<file path="src/rtl/backend_flow_ctrl_pkg.sv">
// Shared types for the backend stall/clear sequencer: stage and FSM
// encodings, the clear-request record and its priority ranking.
package backend_flow_ctrl_pkg;

  localparam int NUM_PIPES  = 2;
  localparam int NUM_STAGES = 3;

  // Backend stages, ordered young to old so a larger value is an older stage
  typedef enum logic [1:0] {
    STG_EX = 2'd0,
    STG_M1 = 2'd1,
    STG_M2 = 2'd2
  } stage_e;

  // One clear request: stage, requesting pipe, m2 self-exclusion and valid
  typedef struct packed {
    stage_e s;
    logic   p;
    logic   excl;
    logic   vld;
  } clr_req_t;

  typedef enum logic {
    FSM_RUN  = 1'b0,
    FSM_PEND = 1'b1
  } fsm_e;

  // Priority of a clear: older stage first, then pipe0 over pipe1.
  // A larger rank means a higher-priority clear.
  function automatic logic [2:0] clrRank(input clr_req_t req);
    return {req.s, ~req.p};
  endfunction

endpackage

</file>
<file path="src/rtl/backend_flow_ctrl_clr_vec_gen.sv">
// Expands a single clear request into the per-pipe, per-stage kill vector.
// Everything younger than the clearing stage dies in both pipes; at the
// clearing stage only the younger pipe dies, and the requester itself dies
// only for an m2 clear that does not exclude itself.
module backend_flow_ctrl_clr_vec_gen
  import backend_flow_ctrl_pkg::*;
(
  input  clr_req_t                                 i_req,
  output logic     [NUM_PIPES-1:0][NUM_STAGES-1:0] o_clrVec
);

  // Build the kill vector for the request from the stage/pipe ordering rules
  always_comb begin
    o_clrVec = '0;
    if (i_req.vld) begin
      case (i_req.s)
        STG_M1: begin
          o_clrVec[0][0] = 1'b1;
          o_clrVec[1][0] = 1'b1;
        end
        STG_M2: begin
          o_clrVec[0][1:0] = 2'b11;
          o_clrVec[1][1:0] = 2'b11;
        end
        default: ;
      endcase
      if (!i_req.p) begin
        o_clrVec[1][i_req.s] = 1'b1;
      end
      if ((i_req.s == STG_M2) && !i_req.excl) begin
        o_clrVec[i_req.p][2] = 1'b1;
      end
    end
  end

endmodule

</file>
<file path="src/rtl/backend_flow_ctrl.sv">
// Central stall/clear sequencer for the two backend pipes. Stalls are a
// pure function of the current requests; clears that hit a stalled stage
// are parked in a pending slot until that stage moves, so none are lost.
// Also hosts the stall watchdog and the issue-stall cycle counter.
module backend_flow_ctrl
  import backend_flow_ctrl_pkg::*;
#(
  parameter int STALL_TIMEOUT = 1024,
  parameter int CNT_W         = 32
) (
  input  logic                                     clk,
  input  logic                                     rst,
  input  logic     [NUM_PIPES-1:0]                 ex_stall_req_i,
  input  logic     [NUM_PIPES-1:0]                 m1_stall_req_i,
  input  logic     [NUM_PIPES-1:0]                 m2_stall_req_i,
  input  logic     [NUM_PIPES-1:0]                 ex_clr_req_i,
  input  logic     [NUM_PIPES-1:0]                 m1_clr_req_i,
  input  logic     [NUM_PIPES-1:0]                 m2_clr_req_i,
  input  logic     [NUM_PIPES-1:0]                 m2_clr_excl_self_i,
  output logic     [NUM_PIPES-1:0][NUM_STAGES-1:0] stall_vec_o,
  output logic     [NUM_PIPES-1:0][NUM_STAGES-1:0] clr_vec_o,
  output logic                                     issue_stall_o,
  output logic                                     fe_flush_o,
  output logic                                     deadlock_o,
  output logic     [CNT_W-1:0]                     stall_cycles_o
);

  localparam int              WD_W   = $clog2(STALL_TIMEOUT + 1);
  localparam logic [WD_W-1:0] WD_MAX = WD_W'(STALL_TIMEOUT);

  logic [NUM_STAGES-1:0]                 w_stallStages;
  logic                                  w_anyStall;
  clr_req_t                              w_liveReq;
  clr_req_t                              w_effReq;
  logic [NUM_PIPES-1:0][NUM_STAGES-1:0]  w_liveVec;
  logic [NUM_PIPES-1:0][NUM_STAGES-1:0]  w_pendVec;
  logic                                  w_liveBetter;
  logic                                  w_useLive;
  logic                                  w_effStalled;
  logic [WD_W-1:0]                       w_wdNext;

  fsm_e                                  r_state;
  clr_req_t                              r_pendReq;
  logic [WD_W-1:0]                       r_wdCount;
  logic                                  r_feFlush;
  logic                                  r_deadlock;
  logic [CNT_W-1:0]                      r_stallCycles;

  // A stall at any stage also holds every younger stage in both pipes
  always_comb begin
    w_stallStages[2] = |m2_stall_req_i;
    w_stallStages[1] = w_stallStages[2] | (|m1_stall_req_i);
    w_stallStages[0] = w_stallStages[1] | (|ex_stall_req_i);
    w_anyStall       = w_stallStages[0];
    stall_vec_o[0]   = w_stallStages;
    stall_vec_o[1]   = w_stallStages;
    issue_stall_o    = w_stallStages[0];
  end

  // Pick this cycle's winning clear: oldest stage first, pipe0 before pipe1
  always_comb begin
    w_liveReq = '0;
    if (m2_clr_req_i[0]) begin
      w_liveReq.vld = 1'b1; w_liveReq.s = STG_M2; w_liveReq.p = 1'b0;
    end else if (m2_clr_req_i[1]) begin
      w_liveReq.vld = 1'b1; w_liveReq.s = STG_M2; w_liveReq.p = 1'b1;
    end else if (m1_clr_req_i[0]) begin
      w_liveReq.vld = 1'b1; w_liveReq.s = STG_M1; w_liveReq.p = 1'b0;
    end else if (m1_clr_req_i[1]) begin
      w_liveReq.vld = 1'b1; w_liveReq.s = STG_M1; w_liveReq.p = 1'b1;
    end else if (ex_clr_req_i[0]) begin
      w_liveReq.vld = 1'b1; w_liveReq.s = STG_EX; w_liveReq.p = 1'b0;
    end else if (ex_clr_req_i[1]) begin
      w_liveReq.vld = 1'b1; w_liveReq.s = STG_EX; w_liveReq.p = 1'b1;
    end
    if (w_liveReq.vld) begin
      w_liveReq.excl = m2_clr_excl_self_i[w_liveReq.p];
    end
  end

  backend_flow_ctrl_clr_vec_gen u_liveGen (
    .i_req    (w_liveReq),
    .o_clrVec (w_liveVec)
  );

  backend_flow_ctrl_clr_vec_gen u_pendGen (
    .i_req    (r_pendReq),
    .o_clrVec (w_pendVec)
  );

  // Choose between the live winner and the held clear; a stalled target stage
  // suppresses the kill. Since stalls cover all younger stages, an older live
  // clear is never stalled while the held one is free.
  always_comb begin
    w_liveBetter = w_liveReq.vld &&
                   (!r_pendReq.vld || (clrRank(w_liveReq) > clrRank(r_pendReq)));
    w_useLive    = (r_state == FSM_RUN) || w_liveBetter;
    w_effReq     = w_useLive ? w_liveReq : r_pendReq;
    w_effStalled = w_stallStages[w_effReq.s];
    clr_vec_o    = '0;
    if (w_effReq.vld && !w_effStalled) begin
      clr_vec_o = w_useLive ? w_liveVec : w_pendVec;
    end
  end

  // Park stalled clears, let better ones replace them, release on unstall
  always_ff @(posedge clk or posedge rst) begin
    if (rst) begin
      r_state   <= FSM_RUN;
      r_pendReq <= '0;
    end else begin
      case (r_state)
        FSM_RUN: begin
          if (w_liveReq.vld && w_effStalled) begin
            r_pendReq <= w_liveReq;
            r_state   <= FSM_PEND;
          end
        end
        FSM_PEND: begin
          if (w_effStalled) begin
            r_pendReq <= w_effReq;
          end else begin
            r_pendReq <= '0;
            r_state   <= FSM_RUN;
          end
        end
        default: begin
          r_pendReq <= '0;
          r_state   <= FSM_RUN;
        end
      endcase
    end
  end

  // Consecutive-stall run length, saturating at the timeout
  always_comb begin
    w_wdNext = '0;
    if (w_anyStall) begin
      w_wdNext = (r_wdCount == WD_MAX) ? r_wdCount : r_wdCount + WD_W'(1);
    end
  end

  // Watchdog, sticky deadlock flag, issue-stall counter and frontend flush
  always_ff @(posedge clk or posedge rst) begin
    if (rst) begin
      r_wdCount     <= '0;
      r_deadlock    <= 1'b0;
      r_stallCycles <= '0;
      r_feFlush     <= 1'b0;
    end else begin
      r_wdCount <= w_wdNext;
      if (w_wdNext == WD_MAX) begin
        r_deadlock <= 1'b1;
      end
      if (issue_stall_o) begin
        r_stallCycles <= r_stallCycles + CNT_W'(1);
      end
      r_feFlush <= |clr_vec_o;
    end
  end

  assign fe_flush_o     = r_feFlush;
  assign deadlock_o     = r_deadlock;
  assign stall_cycles_o = r_stallCycles;

endmodule

</file>
<file path="config.mk">
export PLATFORM = sky130hd
export DESIGN_NAME = backend_flow_ctrl
export DESIGN_NICKNAME = d
export VERILOG_FILES = /design/src/rtl/backend_flow_ctrl_pkg.sv /design/src/rtl/backend_flow_ctrl_clr_vec_gen.sv /design/src/rtl/backend_flow_ctrl.sv
export SDC_FILE = /design/constraint.sdc
export NUM_CORES = 1
export LEC_CHECK = 0
export CAP_MARGIN = 25
export CORE_MARGIN = 4
export CORE_UTILIZATION = 50
export CTS_CLUSTER_DIAMETER = 50
export DETAILED_ROUTE_END_ITERATION = 7
export GPL_ROUTABILITY_DRIVEN = 0
export HOLD_SLACK_MARGIN = 0.1
export PLACE_DENSITY = 0.84
export SETUP_SLACK_MARGIN = 0.05
export SKIP_CTS_REPAIR_TIMING = 1
export SYNTH_ARGS = -nofsm -noshare
export SYNTH_HDL_FRONTEND = slang
export SYNTH_SLANG_ARGS = --single-unit
</file>
<file path="constraint.sdc">
create_clock -name clk -period 4.6 [get_ports clk]
set_clock_uncertainty 0.15 [all_clocks]
set_input_delay 0.92 -clock clk [delete_from_list [all_inputs] [get_ports clk]]
set_output_delay 0.92 -clock clk [all_outputs]
set_load 0.03 [all_outputs]
</file>
==> results_dict.tcl <==
set metrics [dict create \
    outcome "finished clean" \
    hold_viol_final 0 \
    drive_above_1_share 0.147 \
    arrival_ns 3.37 \
    combPwrFrac 0.487 \
    worstSetupPathType "input pin to output pin" \
    synth-compound-area-share 0.0945 \
    yosys.area_share.adder 0.0348 \
    p_leak_nw 1.68 \
    fin_crit_sh 0.964 \
    n_fill_cell 433 \
    num_antenna_cells 0 \
    tightest_slew_ns 0.717 \
    avgSynthCellArea_um2 9.64 \
    p_int_w 0.00113 \
    cpMostUsedCell "nor2_4" \
    numCtsBuffers 5 \
    synthMuxAreaShare 0.0209 \
    place_hpwl_mm 4.63 \
    yosys_warnings 0 \
    cts.sinks 51 \
    synth-xor-area-share 0.122 \
    swShare 0.418 \
    slowest_delay_ns 0.46 \
    ir_drop_mv 0.383 \
    drt_iter0_drc 80 \
    grt_max_degree 32 \
    drt_first_pass_iters 4 \
    critPathSlowestCell "clkdlybuf4s50_1" \
    grt_busiest_layer "met2" \
    drcViolationCount 0 \
    cp_num_buf_inv 3 \
    p_seq_frac 0.362 \
    dr_total_vias 2375 \
    synth_cell_types 47 \
    synth_edf_count 0 \
    crit_family "buffers and inverters" \
    start_util 0.519 \
    die_w_um 83.8 \
    grt_pass1_wl_mm 10.3 \
    synth_seq_cells 51 \
    setup_slack_ns 0.164 \
    die_y_um 83.8 \
    via_per_inst 5.40 \
    ctsHtreeMaxLevel 2 \
    use_met3 0.0306 \
    max_freq_mhz 225 \
    grt_util_met2 0.289 \
    min_path_type "flop to flop" \
    dp.cells 432 \
    p_clk_frac 0.151 \
    synth-main-ff-cell "dfrtp_1" \
    synth_area_um2 2870 \
    dieArea_um2 7020 \
    cts_tree "yes" \
    grt_use_total 0.176 \
    synth_top_family_by_area "simple AND/OR/NAND/NOR gates" \
    wirelength_mm 6.15 \
    coreArea_um2 5540 \
    io-pin-count 63 \
    synthArstFlopShare 1.00 \
    row_count 27 \
    insertion_delay_ns 0.29 \
    cts-root-buf "clkbuf_8" \
    clock_path_buffers 2 \
    cp-end-kind "output pin" \
    rsz0062_at_grt "false" \
    fin_util 0.682 \
    switchingPower_w 0.000811 \
    maxCapViolCount 0 \
    setup_violations 0 \
    maxSlewHeadroom 0.522 \
    powerDensity_nw_per_um2 514 \
    crit_chain "clkdlybuf4s50_1 -> nor2_4 -> nor2_4 -> ha_2 -> nand3_1 -> mux2_4 -> a22oi_4 -> buf_8 -> nor2_1 -> a2111oi_4 -> buf_4" \
    place_ws_ns -0.0489 \
    syn_nets 322 \
    crit_path_start_kind "input pin" \
    antenna_left 0 \
    path_max_fanout 16 \
    cp.required_ns 3.53 \
    min_period_ns 4.44 \
    drv_slew 0 \
    nNetsFinal 392 \
    io_buffer_count 62 \
    yosys.area_share.simple 0.238 \
    grt_pass1_vias 2310 \
    finalPower_w 0.00194 \
    fin_cells 440 \
    syn2layout_area_growth_pct 31.4 \
    grtUsageMet1 0.238 \
    antenna_found_initial 0 \
    clkTransAtPathRegs_ns 0.08 \
    grt-ovfl-total 0 \
    seq_area_frac_synth 0.444 \
    syn_inst 298 \
    wire_per_inst_um 14.0 \
]
==> per-stage QoR <==
stage	setup TNS [ns]	area, um2	hold slack [ns]
floorplan	-0.455	2870	0.361
finish	0	3780	0.319
global route	0	3780	0.352
detailed placement	-0.0489	3590	0.307
CTS	-0.0546	3690	0.328
global placement	0	3570	0.308
==> layer usage <==
layer	wire [um]	up-vias
li1	-	1172
met1	2820	1135
met2	2960	59
met3	264	9
met4	99	0
met5	0	-
==> power groups by stage <==
stage	logic (W)	clock network, W	registers, W
finish	0.000944	0.000294	0.000701
global route	0.00104	0.000315	0.000720
CTS	0.000893	0.000303	0.000699
detailed placement	0.000890	0	0.000705
global placement	0.000865	0	0.000703
floorplan	0.000590	0	0.000731
==> cell type report <==
cell class	instances	area (um2)	area share
multi-input combinational	220	1520	0.404
sequential	51	1280	0.338
timing repair buffer	74	723	0.192
tap	72	90.1	0.0239
clock buffer	6	72.6	0.0192
inverter	16	60.1	0.0159
clock inverter	1	30.0	0.00795
==> cells by family after synthesis <==
group / after synthesis
AO/OA/AOI/OAI: 34
multiplexers: 5
XOR/XNOR: 40
AND/OR/NAND/NOR: 133
flip-flops: 51
buffers and inverters: 27
adder cells (fa/ha/maj): 8
==> synthesized netlist by cell type (2+ instances only) <==
library cell / instances / area share
mux2_4: 2 / 0.010
nor3_1: 9 / 0.016
and3_1: 7 / 0.015
nand2_1: 30 / 0.039
nor2_1: 31 / 0.041
mux2i_1: 3 / 0.010
or2_1: 3 / 0.0065
and4_4: 2 / 0.0078
a21oi_1: 13 / 0.023
xor2_1: 11 / 0.034
clkbuf_1: 3 / 0.0039
nand3_1: 22 / 0.038
buf_4: 4 / 0.010
xnor2_1: 29 / 0.088
ha_1: 8 / 0.035
inv_2: 4 / 0.0052
nor4b_1: 2 / 0.0061
buf_2: 2 / 0.0035
o21ai_2: 3 / 0.0091
o21ai_0: 4 / 0.0070
nor4_1: 3 / 0.0065
nand2b_1: 3 / 0.0065
a21o_1: 2 / 0.0052
and4_1: 2 / 0.0061
a31oi_1: 3 / 0.0065
nand4_1: 11 / 0.024
dfrtp_1: 51 / 0.44
inv_1: 12 / 0.016
==> flip-flops by register name, indices dropped and copies added (netlist names) <==
| signal | count |
|---|---|
| r_state | 1 |
| r_pendReq | 5 |
| r_wdCount | 11 |
| fe_flush_o | 1 |
| deadlock_o | 1 |
| stall_cycles_o | 32 |
==> path summary, 6_finish.rpt <==
check / slack, ns / start / to / depth (start not counted)
worst max-delay path: 0.16 / m1_clr_req_i[0] / clr_vec_o[5] / 11
worst min-delay path: 0.32 / stall_cycles_o[31]$_DFFE_PP0N_ / stall_cycles_o[31]$_DFFE_PP0N_ / 1
worst max register to register: 1.70 / r_pendReq[4]$_DFFE_PP0P_ / r_pendReq[2]$_DFFE_PP0P_ / 11
worst min register to register: 0.32 / stall_cycles_o[31]$_DFFE_PP0N_ / stall_cycles_o[31]$_DFFE_PP0N_ / 1
max in group asynchronous: 2.99 / rst / stall_cycles_o[4]$_DFFE_PP0N_ / 3
min in group asynchronous: 0.80 / rst / r_wdCount[7]$_DFF_PP0_ / 2
==> layout by cell type (no fill, tap or decap), types with 4 or more instances in the layout <==
| cell | instances |
|---|---|
| a21oi_1 | 13 |
| xor2_1 | 11 |
| nand4_1 | 11 |
| xnor2_1 | 29 |
| nor2_1 | 29 |
| inv_1 | 11 |
| inv_2 | 5 |
| nor3_1 | 7 |
| buf_4 | 16 |
| and3_1 | 7 |
| ha_1 | 6 |
| clkdlybuf4s50_1 | 53 |
| nand2_1 | 30 |
| clkbuf_8 | 5 |
| dfrtp_1 | 51 |
| o21ai_0 | 4 |
| nand3_1 | 22 |
Power figures use the tool's default switching activity.
